[config.mk]
export PLATFORM = sky130hd
export DESIGN_NAME = fetch_mem_arbiter
export DESIGN_NICKNAME = d
export VERILOG_FILES = /design/src/rtl/fetch_mem_arbiter_pkg.sv /design/src/rtl/fetch_mem_arbiter_prio.sv /design/src/rtl/fetch_mem_arbiter.sv
export SDC_FILE = /design/constraint.sdc
export NUM_CORES = 1
export LEC_CHECK = 0
export ABC_CLOCK_PERIOD_IN_PS = 3950
export CORE_MARGIN = 2
export CORE_UTILIZATION = 43
export DETAILED_ROUTE_END_ITERATION = 10
export PLACE_DENSITY = 0.95
export SLEW_MARGIN = 25
export SYNTH_ARGS = -nofsm -noshare
export SYNTH_HDL_FRONTEND = slang
export SYNTH_SLANG_ARGS = --single-unit
export TNS_END_PERCENT = 20
[constraint.sdc]
create_clock -name clk -period 3.95 [get_ports clk]
set_clock_uncertainty 0.2 [all_clocks]
set_input_delay 0.79 -clock clk [delete_from_list [all_inputs] [get_ports clk]]
set_output_delay 0.79 -clock clk [all_outputs]
set_load 0.02 [all_outputs]
[src/rtl/fetch_mem_arbiter_pkg.sv]
// Shared encodings for the fetch/LSU memory-port arbiter: FSM states and
// transaction owner.
package fetch_mem_arbiter_pkg;

    localparam logic [1:0] IDLE = 2'd0;
    localparam logic [1:0] REQ  = 2'd1;
    localparam logic [1:0] RESP = 2'd2;

    typedef enum logic [1:0] {
        ST_IDLE = IDLE,
        ST_REQ  = REQ,
        ST_RESP = RESP
    } arb_state_e;

    typedef enum logic {
        OWN_IFU = 1'b0,
        OWN_LSU = 1'b1
    } arb_owner_e;

endpackage

[src/rtl/fetch_mem_arbiter_prio.sv]
// Priority select between LSU and IFU with a saturating starvation counter
// that forces an IFU win after StarveLimit consecutive LSU wins over it.
module fetch_arb_prio #(
    parameter int StarveLimit = 4
) (
    input  logic clk,
    input  logic reset,
    input  logic arb_en_i,
    input  logic ifu_req_i,
    input  logic jumpFlag_i,
    input  logic lsu_req_i,
    output logic grant_lsu_o,
    output logic grant_ifu_o
);

    localparam int CntW = $clog2(StarveLimit + 1);
    localparam logic [CntW-1:0] CntMax = CntW'(StarveLimit);

    logic [CntW-1:0] starve_cnt_q;
    logic [CntW-1:0] starve_cnt_d;
    logic            ifu_eligible;
    logic            ifu_starved;

    always_comb begin
        // A fetch being flushed this cycle is not a candidate for the port.
        ifu_eligible = ifu_req_i && !jumpFlag_i;
        ifu_starved  = ifu_eligible && (starve_cnt_q == CntMax);
        grant_lsu_o  = lsu_req_i && !ifu_starved;
        grant_ifu_o  = !grant_lsu_o && ifu_eligible;

        starve_cnt_d = starve_cnt_q;
        if (arb_en_i) begin
            if (grant_lsu_o && ifu_req_i && (starve_cnt_q != CntMax)) begin
                starve_cnt_d = starve_cnt_q + CntW'(1);
            end else if (grant_ifu_o) begin
                starve_cnt_d = '0;
            end
        end
    end

    always_ff @(posedge clk) begin
        if (reset) begin
            starve_cnt_q <= '0;
        end else begin
            starve_cnt_q <= starve_cnt_d;
        end
    end

endmodule

[src/rtl/fetch_mem_arbiter.sv]
// Shares one memory port between the fetch unit and the LSU, one transaction
// in flight; fetch responses are discarded when a jump flush hits them.
module fetch_mem_arbiter
    import fetch_mem_arbiter_pkg::*;
#(
    parameter int AddrWidth   = 32,
    parameter int DataWidth   = 32,
    parameter int StarveLimit = 4
) (
    input  logic                   clk,
    input  logic                   reset,
    input  logic                   ifu_req_i,
    input  logic [AddrWidth-1:0]   ifu_addr_i,
    input  logic                   jumpFlag_i,
    output logic                   ifu_dataOk_o,
    output logic [DataWidth-1:0]   ifu_data_o,
    input  logic                   lsu_req_i,
    input  logic                   lsu_we_i,
    input  logic [AddrWidth-1:0]   lsu_addr_i,
    input  logic [DataWidth-1:0]   lsu_wdata_i,
    input  logic [DataWidth/8-1:0] lsu_wstrb_i,
    output logic                   lsu_dataOk_o,
    output logic [DataWidth-1:0]   lsu_data_o,
    output logic                   mem_req_o,
    output logic                   mem_we_o,
    output logic [AddrWidth-1:0]   mem_addr_o,
    output logic [DataWidth-1:0]   mem_wdata_o,
    output logic [DataWidth/8-1:0] mem_wstrb_o,
    input  logic                   mem_ack_i,
    input  logic                   mem_rvalid_i,
    input  logic [DataWidth-1:0]   mem_rdata_i
);

    localparam int StrbWidth = DataWidth / 8;

    arb_state_e             state_q;
    arb_owner_e             owner_q;
    logic                   drop_q;
    logic                   mem_req_q;
    logic                   mem_we_q;
    logic [AddrWidth-1:0]   mem_addr_q;
    logic [DataWidth-1:0]   mem_wdata_q;
    logic [StrbWidth-1:0]   mem_wstrb_q;
    logic                   ifu_ok_q;
    logic [DataWidth-1:0]   ifu_data_q;
    logic                   lsu_ok_q;
    logic [DataWidth-1:0]   lsu_data_q;
    logic                   grant_lsu;
    logic                   grant_ifu;
    logic                   ifu_flush;

    fetch_arb_prio #(
        .StarveLimit(StarveLimit)
    ) u_prio (
        .clk        (clk),
        .reset      (reset),
        .arb_en_i   (state_q == ST_IDLE),
        .ifu_req_i  (ifu_req_i),
        .jumpFlag_i (jumpFlag_i),
        .lsu_req_i  (lsu_req_i),
        .grant_lsu_o(grant_lsu),
        .grant_ifu_o(grant_ifu)
    );

    assign ifu_flush = (owner_q == OWN_IFU) && jumpFlag_i;

    always_ff @(posedge clk) begin
        if (reset) begin
            state_q     <= ST_IDLE;
            owner_q     <= OWN_IFU;
            drop_q      <= 1'b0;
            mem_req_q   <= 1'b0;
            mem_we_q    <= 1'b0;
            mem_addr_q  <= '0;
            mem_wdata_q <= '0;
            mem_wstrb_q <= '0;
            ifu_ok_q    <= 1'b0;
            ifu_data_q  <= '0;
            lsu_ok_q    <= 1'b0;
            lsu_data_q  <= '0;
        end else begin
            ifu_ok_q <= 1'b0;
            lsu_ok_q <= 1'b0;
            case (state_q)
                ST_IDLE: begin
                    if (grant_lsu) begin
                        owner_q     <= OWN_LSU;
                        mem_req_q   <= 1'b1;
                        mem_we_q    <= lsu_we_i;
                        mem_addr_q  <= lsu_addr_i;
                        mem_wdata_q <= lsu_wdata_i;
                        mem_wstrb_q <= lsu_wstrb_i;
                        drop_q      <= 1'b0;
                        state_q     <= ST_REQ;
                    end else if (grant_ifu) begin
                        owner_q     <= OWN_IFU;
                        mem_req_q   <= 1'b1;
                        mem_we_q    <= 1'b0;
                        mem_addr_q  <= ifu_addr_i;
                        mem_wdata_q <= '0;
                        mem_wstrb_q <= '1;
                        drop_q      <= 1'b0;
                        state_q     <= ST_REQ;
                    end
                end
                ST_REQ: begin
                    // The address phase cannot be withdrawn; a flush only marks the reply.
                    if (ifu_flush) begin
                        drop_q <= 1'b1;
                    end
                    if (mem_ack_i) begin
                        mem_req_q <= 1'b0;
                        state_q   <= ST_RESP;
                    end
                end
                ST_RESP: begin
                    if (mem_rvalid_i) begin
                        if (owner_q == OWN_LSU) begin
                            lsu_ok_q   <= 1'b1;
                            lsu_data_q <= mem_rdata_i;
                        end else if (!drop_q && !jumpFlag_i) begin
                            ifu_ok_q   <= 1'b1;
                            ifu_data_q <= mem_rdata_i;
                        end
                        drop_q  <= 1'b0;
                        state_q <= ST_IDLE;
                    end else if (ifu_flush) begin
                        drop_q <= 1'b1;
                    end
                end
                default: state_q <= ST_IDLE;
            endcase
        end
    end

    assign mem_req_o    = mem_req_q;
    assign mem_we_o     = mem_we_q;
    assign mem_addr_o   = mem_addr_q;
    assign mem_wdata_o  = mem_wdata_q;
    assign mem_wstrb_o  = mem_wstrb_q;
    assign ifu_dataOk_o = ifu_ok_q;
    assign ifu_data_o   = ifu_data_q;
    assign lsu_dataOk_o = lsu_ok_q;
    assign lsu_data_o   = lsu_data_q;

endmodule

Word level (Yosys, flattened, before mapping)
Index checks and enable logic that the tools add are counted.
W data, S select, Z words.
{"block": "classes", "bitwise": 3, "add_sub_neg": 1, "n_reduce_logical": 26, "muxes": 26, "eq_ne": 7}
{"op": "$mux W32", "n": 4}
{"op": "$mux W1", "n": 11}
{"op": "$reduce_and A3 Y1", "n": 3}
{"op": "$logic_and A1 B1 Y1", "n": 8}
{"op": "$mux W2", "n": 4}
{"op": "$mux W4", "n": 2}
{"op": "$mux W3", "n": 2}
{"op": "$ne A3 B3 Y1 const B", "n": 2}
{"op": "$pmux W2 S3", "n": 1}
{"op": "$reduce_and A2 Y1", "n": 3}
{"op": "$reduce_bool A2 Y1", "n": 3}
{"op": "$logic_not A1 Y1", "n": 4}
{"op": "$ne A2 B2 Y1 const B", "n": 2}
{"op": "$reduce_and A4 Y1", "n": 1}
{"op": "$reduce_or A4 Y1", "n": 1}
{"op": "$add A3 B1 Y3 const B", "n": 1}
{"op": "$eq A3 B3 Y1 const B", "n": 1}
{"op": "$not A1 Y1", "n": 3}
{"op": "$pmux W1 S3", "n": 1}
{"op": "$reduce_bool A3 Y1", "n": 1}
{"op": "$reduce_or A3 Y1", "n": 1}
{"op": "$eq A2 B1 Y1 const B", "n": 1}
{"op": "$eq A2 B2 Y1 const B", "n": 1}
{"op": "$logic_not A2 Y1", "n": 1}
{"op": "$pmux W1 S2", "n": 1}
{"block": "totals", "ff_bits": 143}

Logic depth before layout (Yosys ltp)
Gate-level depths: netlist of run 1.
{"block": "depth", "word_depth": 10, "depth_mapped": 8}

By module
A second synthesis of run 1 with hierarchy kept.
{"block": "hier_totals", "cells_unflattened": 658, "hier_area_um2": 5909.4}
{"module": "fetch_mem_arbiter", "instances": 1, "cells_each": 630, "area_per_inst_um2": 5669.2, "seq_area_each_um2": 2802.7}
{"module": "fetch_arb_prio", "instances": 1, "cells_each": 28, "area_per_inst_um2": 240.2, "seq_area_each_um2": 60.1}

Worst setup path before layout of run 1
OpenSTA, ideal clock, no wires.
{"block": "synth_path", "path_type": "input port to flip-flop", "from": "input jumpFlag_i", "to": "register ifu_data_q[10], in the netlist ifu_data_o[10]", "t_arrival_ps": 1641, "t_required_ps": 3618, "path_stages": 5, "slack_ps": 1977, "setup_ps": 132, "cell_sequence": "or4_1 buf_2 buf_6 nand2_1 a21oi_1"}
{"block": "synth_via", "elab_chain_len": 3}
{"item": "from (decl)", "line_no": "fetch_mem_arbiter.sv:14", "rtl": "input logic jumpFlag_i,"}
{"item": "$logic_not A1 Y1", "line_no": "fetch_mem_arbiter.sv:121", "rtl": "end else if (!drop_q && !jumpFlag_i) begin"}
{"item": "$logic_and A1 B1 Y1", "line_no": "fetch_mem_arbiter.sv:121"}
{"item": "$reduce_and A4 Y1 (no source line)"}
{"item": "to (signal assigned)", "line_no": "fetch_mem_arbiter.sv:123", "rtl": "ifu_data_q <= mem_rdata_i;"}
{"item": "to (decl)", "line_no": "fetch_mem_arbiter.sv:45", "rtl": "logic [DataWidth-1:0] ifu_data_q;"}
Every way passes these cells.
A chain may end at the register's enable or synchronous reset.

Worst setup path in the final report of run 1
{"block": "layout_path", "from": "input jumpFlag_i", "to": "register ifu_data_q[5], in the netlist ifu_data_o[5]"}
Same word-level chain as after synthesis.

==> results of run 1 <==
## power groups by stage
stage                     Sequential (mW)  Combinational [mW]  Clock, mW
after floorplan                      1.81               0.445          0
after global placement               1.67                1.03          0
after CTS                            1.65                1.06       1.46
final                                1.65                1.06       1.44
after global routing                 1.66                1.13       1.54
after detailed placement             1.67                1.06          0
## registers in the layout (all words and copies together) (netlist names)
register,cells
drop_q,1
ifu_dataOk_o,1
ifu_data_o,32
lsu_dataOk_o,1
lsu_data_o,32
mem_addr_o,32
mem_req_o,1
mem_wdata_o,32
mem_we_o,1
mem_wstrb_o,4
owner_q,1
state_q,2
u_prio.starve_cnt_q,3
## worst min path at each step
stage	from	endpoint	slack, ns	cells after the start
detailed placement	ifu_data_o[4]	ifu_data_o[4]	0.25	2
CTS	ifu_data_o[4]	ifu_data_o[4]	0.25	2
global placement	ifu_data_o[3]	ifu_data_o[3]	0.24	2
finish	lsu_data_o[7]	lsu_data_o[7]	0.25	2
floorplan	u_prio.starve_cnt_q[1]	u_prio.starve_cnt_q[1]	0.29	2
global route	ifu_data_o[4]	ifu_data_o[4]	0.27	2
## worst min-delay path: cells and delay by family, from the launching register on
kind	cells	cell delay (ns)
compound gates	1	0.05
flops	1	0.30
simple gates	1	0.05
## cell usage after synthesis, drive strengths merged, types with 4 or more instances
cell	n	area (µm²)
o22ai	4	25.0
a211oi	30	350
dfxtp	143	2860
a21oi	105	526
nor2b	4	27.5
clkbuf	22	82.6
nor2	71	267
ha	6	75.1
inv	7	26.3
buf	30	206
o21ai	9	48.8
a22oi	33	248
nand2	165	619
nand3	5	25.0
## cell families after synthesis
kind of cell,Yosys count
flops,143
simple gates,254
buf+inv,59
fa+ha+maj,6
mux,2
compound gates,186
## area by class of cell
type	instances	area, µm²
flip-flops and latches	143	2860
repair buffers	285	2840
fillers	928	3760
clock buffers	25	505
well taps	172	215
multi-input cells	448	2370
inverters	7	26.3
clock inverters	6	32.5
## routing by layer
layer,part of all wire,track usage
met4,0.022,0.0873
met5,0,0
met2,0.51,0.429
met1,0.39,0.264
met3,0.080,0.0906
==> results by group, run 1 <==
Power
  • Switching power of the nets: 1.19 mW
  • Pwr/cell area: 468 mW/mm²
  • Sw Ratio: 0.288
  • Pleak: 3.17 nW
  • Clock power frac: 0.347
  • Internal power: 2.95 mW
  • VDD IR max: 315 µV
  • Combinational share of power: 0.255
  • Reg power frac: 0.397
  • Total chip power: 4.14 mW

Critical path
  • Required time worst endpoint: 4.01 ns
  • WP data arrival: 2.63 ns
  • Critical path class: input port to register
  • Crit path max-delay family: simple AND/OR/NAND/NOR gates
  • CP max FO: 33
  • Reg2reg path depth: 6
  • Worst path depth: 4
  • R2R Path End: ifu_data_o[5]
  • CP startpoint: jumpFlag_i
  • Worst setup path endpoint: ifu_data_o[5]
  • Cell breakdown of the critical path: clkdlybuf4s50_1, or4_2, nand2_1, a21oi_1
  • Slowest-stage cell, CP: or4_2
  • Crit end category: register
  • FF-to-FF Start: state_q[0]
  • Critical path buffer and inverter count: 1
  • R2R setup slack: 1.66 ns
  • Critical Path Start Type: input port
  • CP peak stage delay: 1.02 ns

Synth
  • Adder-cell share of the synthesized area: 0.0136
  • Synth cell types: 32
  • Mapped cell area: 0.00554 mm²
  • Average size of a mapped cell: 8.52 µm²
  • Ys flop type: dfxtp_1
  • Yosys warnings: 0
  • XOR/XNOR Fraction of Synth Area: 0
  • Mux contribution to synthesized area: 0.00384
  • Mapped Cells: 650
  • Compound-cell area share of the yosys netlist: 0.224
  • Seq cells post-synth: 143
  • Synth Net Count: 796
  • Sequential element share of the synthesized area: 0.517
  • Synth Area in Simple Gates: 0.185
  • Largest family of logic cells by synthesized area: compound AO/OA/AOI/OAI gates
  • Async SR Flop Fraction: 0
  • Post-synth EDFFs: 0

Placement
  • Placed wire-length estimate: 12000 µm
  • DP Cell Count: 1055
  • Placer congestion estimate: 0.828
  • Setup WS pre-CTS: 0.969 ns
  • IO Port Bufs: 275
  • Dpl cell area: 0.00832 mm²

Cells and area
  • Nets: 1048
  • Commonest non-fill, non-tap cells in the layout: 274 x clkdlybuf4s50_1, 165 x nand2_1, 143 x dfxtp_1, 105 x a21oi_1, 71 x nor2_1
  • Fin util: 0.702
  • Fin area: 0.00885 mm²
  • Area grow syn2layout: 60.0%
  • Ratio of cells with drive above 1 in the final layout: 0.0766
  • Commonest non-fill, non-tap cell in the layout: clkdlybuf4s50_1
  • Final cell count without fillers: 1086
  • ANT cells: 0

Global route
  • Vias in the first global route: 5559
  • Initial antenna violation count: 0
  • Gr usage total: 0.242
  • Global-route wire length before repair: 27300 µm
  • Grt total ovfl: 0
  • Largest net degree at the start of global routing: 82

Floorplan
  • Starting Density: 0.439
  • Boundary Pins: 276
  • FP Rows: 41
  • Die Y: 117 µm
  • Die width: 117 µm
  • Core area: 0.0126 mm²
  • Die area: 0.0138 mm²

Timing
  • Hold Vio Cnt, Final: 0
  • Hold Slack: 0.251 ns
  • Setup-failing EPs final: 0
  • Clock period minus worst slack: 2.57 ns
  • Final slew viol count: 0
  • Fin crit share: 0.650
  • Rel. slew slack: 0.589
  • RSZ-0062 raised after global routing: false
  • Max Clk Rate: 0.390 GHz
  • Setup tns final: 0 ns
  • Worst-margin pin slew: 0.617 ns
  • Worst setup margin: 1.38 ns

Job
  • MaxCap Viol Count: 0

CTS
  • Clock sinks: 143
  • Root buf cell: clkbuf_16
  • CTS Buf Count: 17
  • PostCTS Resize Cnt: 0
  • H-Tree Depth: 4
  • CTS tree: done
  • Hold buffer count at cts: 0
  • Setup Buffers After CTS: 0
  • Clock transition at the registers of the reported paths: 0.05 ns
  • CTS max path bufs: 2
  • Worst-Skew Late Latency: 0.42 ns

Routing
  • Pre-antenna DRT Iters: 5
  • Drt wl/cell: 15.7 µm
  • Total number of vias: 5584
  • DR iter-0 viols: 258
  • DRC errors left: 0
  • DR vias/cell: 5.14
  • Final wirelength: 17000 µm
  • Antenna-violating nets left: 0

Hold path
  • Hold crit path type: register to register

Outcome
  • Outcome: completed
Power figures use the tool's default switching activity.
==> run 2, diff against run 1 <==
Settings changed: ABC_CLOCK_PERIOD_IN_PS 3950 to 2300, CORE_UTILIZATION 43 to 36, PLACE_DENSITY 0.95 to 0.87.
Clock period 3.95 ns to 2.3 ns, I/O delays scaled along.
==> results by group, run 2 (synthesized netlist as in run 1, its figures left out) <==
Critical path
  • R2R setup slack: 0.38 ns
  • Crit end category: output pin
  • Critical path buffer and inverter count: 1
  • Crit path max-delay family: buffers and inverters
  • WP data arrival: 1.43 ns
  • Critical Path Start Type: register
  • CP max FO: 3
  • Cell breakdown of the critical path: clkdlybuf4s50_1
  • Required time worst endpoint: 1.64 ns
  • Slowest-stage cell, CP: clkdlybuf4s50_1
  • CP peak stage delay: 0.67 ns
  • Critical path class: register to output pin

Routing
  • DR vias/cell: 4.99
  • Total number of vias: 5529
  • Antenna-violating nets left: 0
  • Final wirelength: 17000 µm
  • Pre-antenna DRT Iters: 5
  • Drt wl/cell: 15.4 µm
  • DR iter-0 viols: 272
  • DRC errors left: 0

CTS
  • CTS tree: done
  • CTS max path bufs: 2
  • H-Tree Depth: 4
  • PostCTS Resize Cnt: 0
  • Setup Buffers After CTS: 0
  • Hold buffer count at cts: 0
  • Worst-Skew Late Latency: 0.41 ns
  • Root buf cell: clkbuf_16
  • CTS Buf Count: 17
  • Clock transition at the registers of the reported paths: 0.06 ns
  • Clock sinks: 143

Timing
  • RSZ-0062 raised after global routing: false
  • Hold Vio Cnt, Final: 0
  • Setup tns final: 0 ns
  • Fin crit share: 0.908
  • Hold Slack: 0.237 ns
  • Final slew viol count: 0
  • Setup-failing EPs final: 0
  • Rel. slew slack: 0.720
  • Max Clk Rate: 0.479 GHz
  • Worst-margin pin slew: 0.416 ns
  • Clock period minus worst slack: 2.09 ns

Floorplan
  • FP Rows: 45
  • Boundary Pins: 276
  • Starting Density: 0.367
  • Die area: 0.0164 mm²
  • Die width: 128 µm
  • Core area: 0.0151 mm²
  • Die Y: 128 µm

Job
  • MaxCap Viol Count: 0

Cells and area
  • Fillers: 1267
  • ANT cells: 0
  • Area grow syn2layout: 65.3%
  • Commonest non-fill, non-tap cell in the layout: clkdlybuf4s50_1
  • Final cell count without fillers: 1109
  • Multi-input logic area: 0.00237 mm²
  • Fin util: 0.606
  • Nets: 1054
  • Register Area: 0.00286 mm²
  • Ratio of cells with drive above 1 in the final layout: 0.0847
  • Commonest non-fill, non-tap cells in the layout: 274 x clkdlybuf4s50_1, 165 x nand2_1, 143 x dfxtp_1, 105 x a21oi_1, 71 x nor2_1

Placement
  • Placed wire-length estimate: 12100 µm
  • Placer congestion estimate: 0.777
  • IO Port Bufs: 275
  • DP Cell Count: 1077

Power
  • Pleak: 3.29 nW
  • Pwr/cell area: 836 mW/mm²
  • VDD IR max: 456 µV
  • Total chip power: 7.65 mW

Global route
  • Met2 Use GR: 0.358
  • Global-route wire length before repair: 26800 µm
  • Grt total ovfl: 0
  • GR Layer Usage met1: 0.232
  • Initial antenna violation count: 0
  • Largest net degree at the start of global routing: 58
  • Gr usage total: 0.205
  • Vias in the first global route: 5365
  • Gr busiest metal: met2
  • M3 GR Usage: 0.0551

Outcome
  • Outcome: completed

Hold path
  • Hold crit path type: input port to register
==> run 2: cell types whose count changed in the layout (fill, tap and decap cells not counted) <==
cell       before  now
buf_12          1   12
buf_4          10    5
bufinv_16       0    4
clkbuf_1        3    1
clkbuf_8        5    3
clkinv_4        0    1
or4_1           0    1
or4_2           1    0
==> run 2: where the power goes <==
part | leakage (nW) | switching, mW | internal [mW] | total, mW
sequential | 1.17 | 0.129 | 2.70 | 2.83
combinational | 1.81 | 0.967 | 0.923 | 1.89
clock | 0.313 | 1.03 | 1.89 | 2.93
total | 3.29 | 2.13 | 5.52 | 7.65
==> run 2: area by class of cell <==
cell class,count,area share
Inverter,7,0.00287
Timing Repair Buffer,291,0.330
Clock buffer,21,0.0514
Multi-Input combinational cell,448,0.259
Clock inverter,11,0.0176
Tap cell,188,0.0257
Sequential cell,143,0.313
==> run 2: layer usage <==
| layer | part of all wire | vias up |
|---|---|---|
| li1 | - | 2711 |
| met1 | 0.40 | 2562 |
| met2 | 0.50 | 219 |
| met3 | 0.070 | 37 |
| met4 | 0.027 | 0 |
| met5 | 0 | - |
==> run 2: final timing paths <==
| kind | from | endpoint | cells after the start |
|---|---|---|---|
| worst max-delay path | mem_req_o | mem_req_o | 1 |
| worst min-delay path | reset | mem_addr_o[13] | 2 |
| worst max register to register | state_q[0] | state_q[0] | 6 |
| worst min register to register | lsu_data_o[2] | lsu_data_o[2] | 2 |
==> run 2: stage by stage <==
stage	worst slack, ns	area, µm²
5_1_grt	0.154	9150
6_report	0.212	9150
3_5_place_dp	0.0628	8520
4_1_cts	0.188	9150
2_1_floorplan	0.542	5540
3_3_place_gp	0.108	8520
==> run 3, diff against run 2 <==
Settings changed: CAP_MARGIN set to 0, GPL_ROUTABILITY_DRIVEN set to 1.
==> results of run 3 <==
Same layout as run 2: the final DEF is identical, and so are final timing and power.
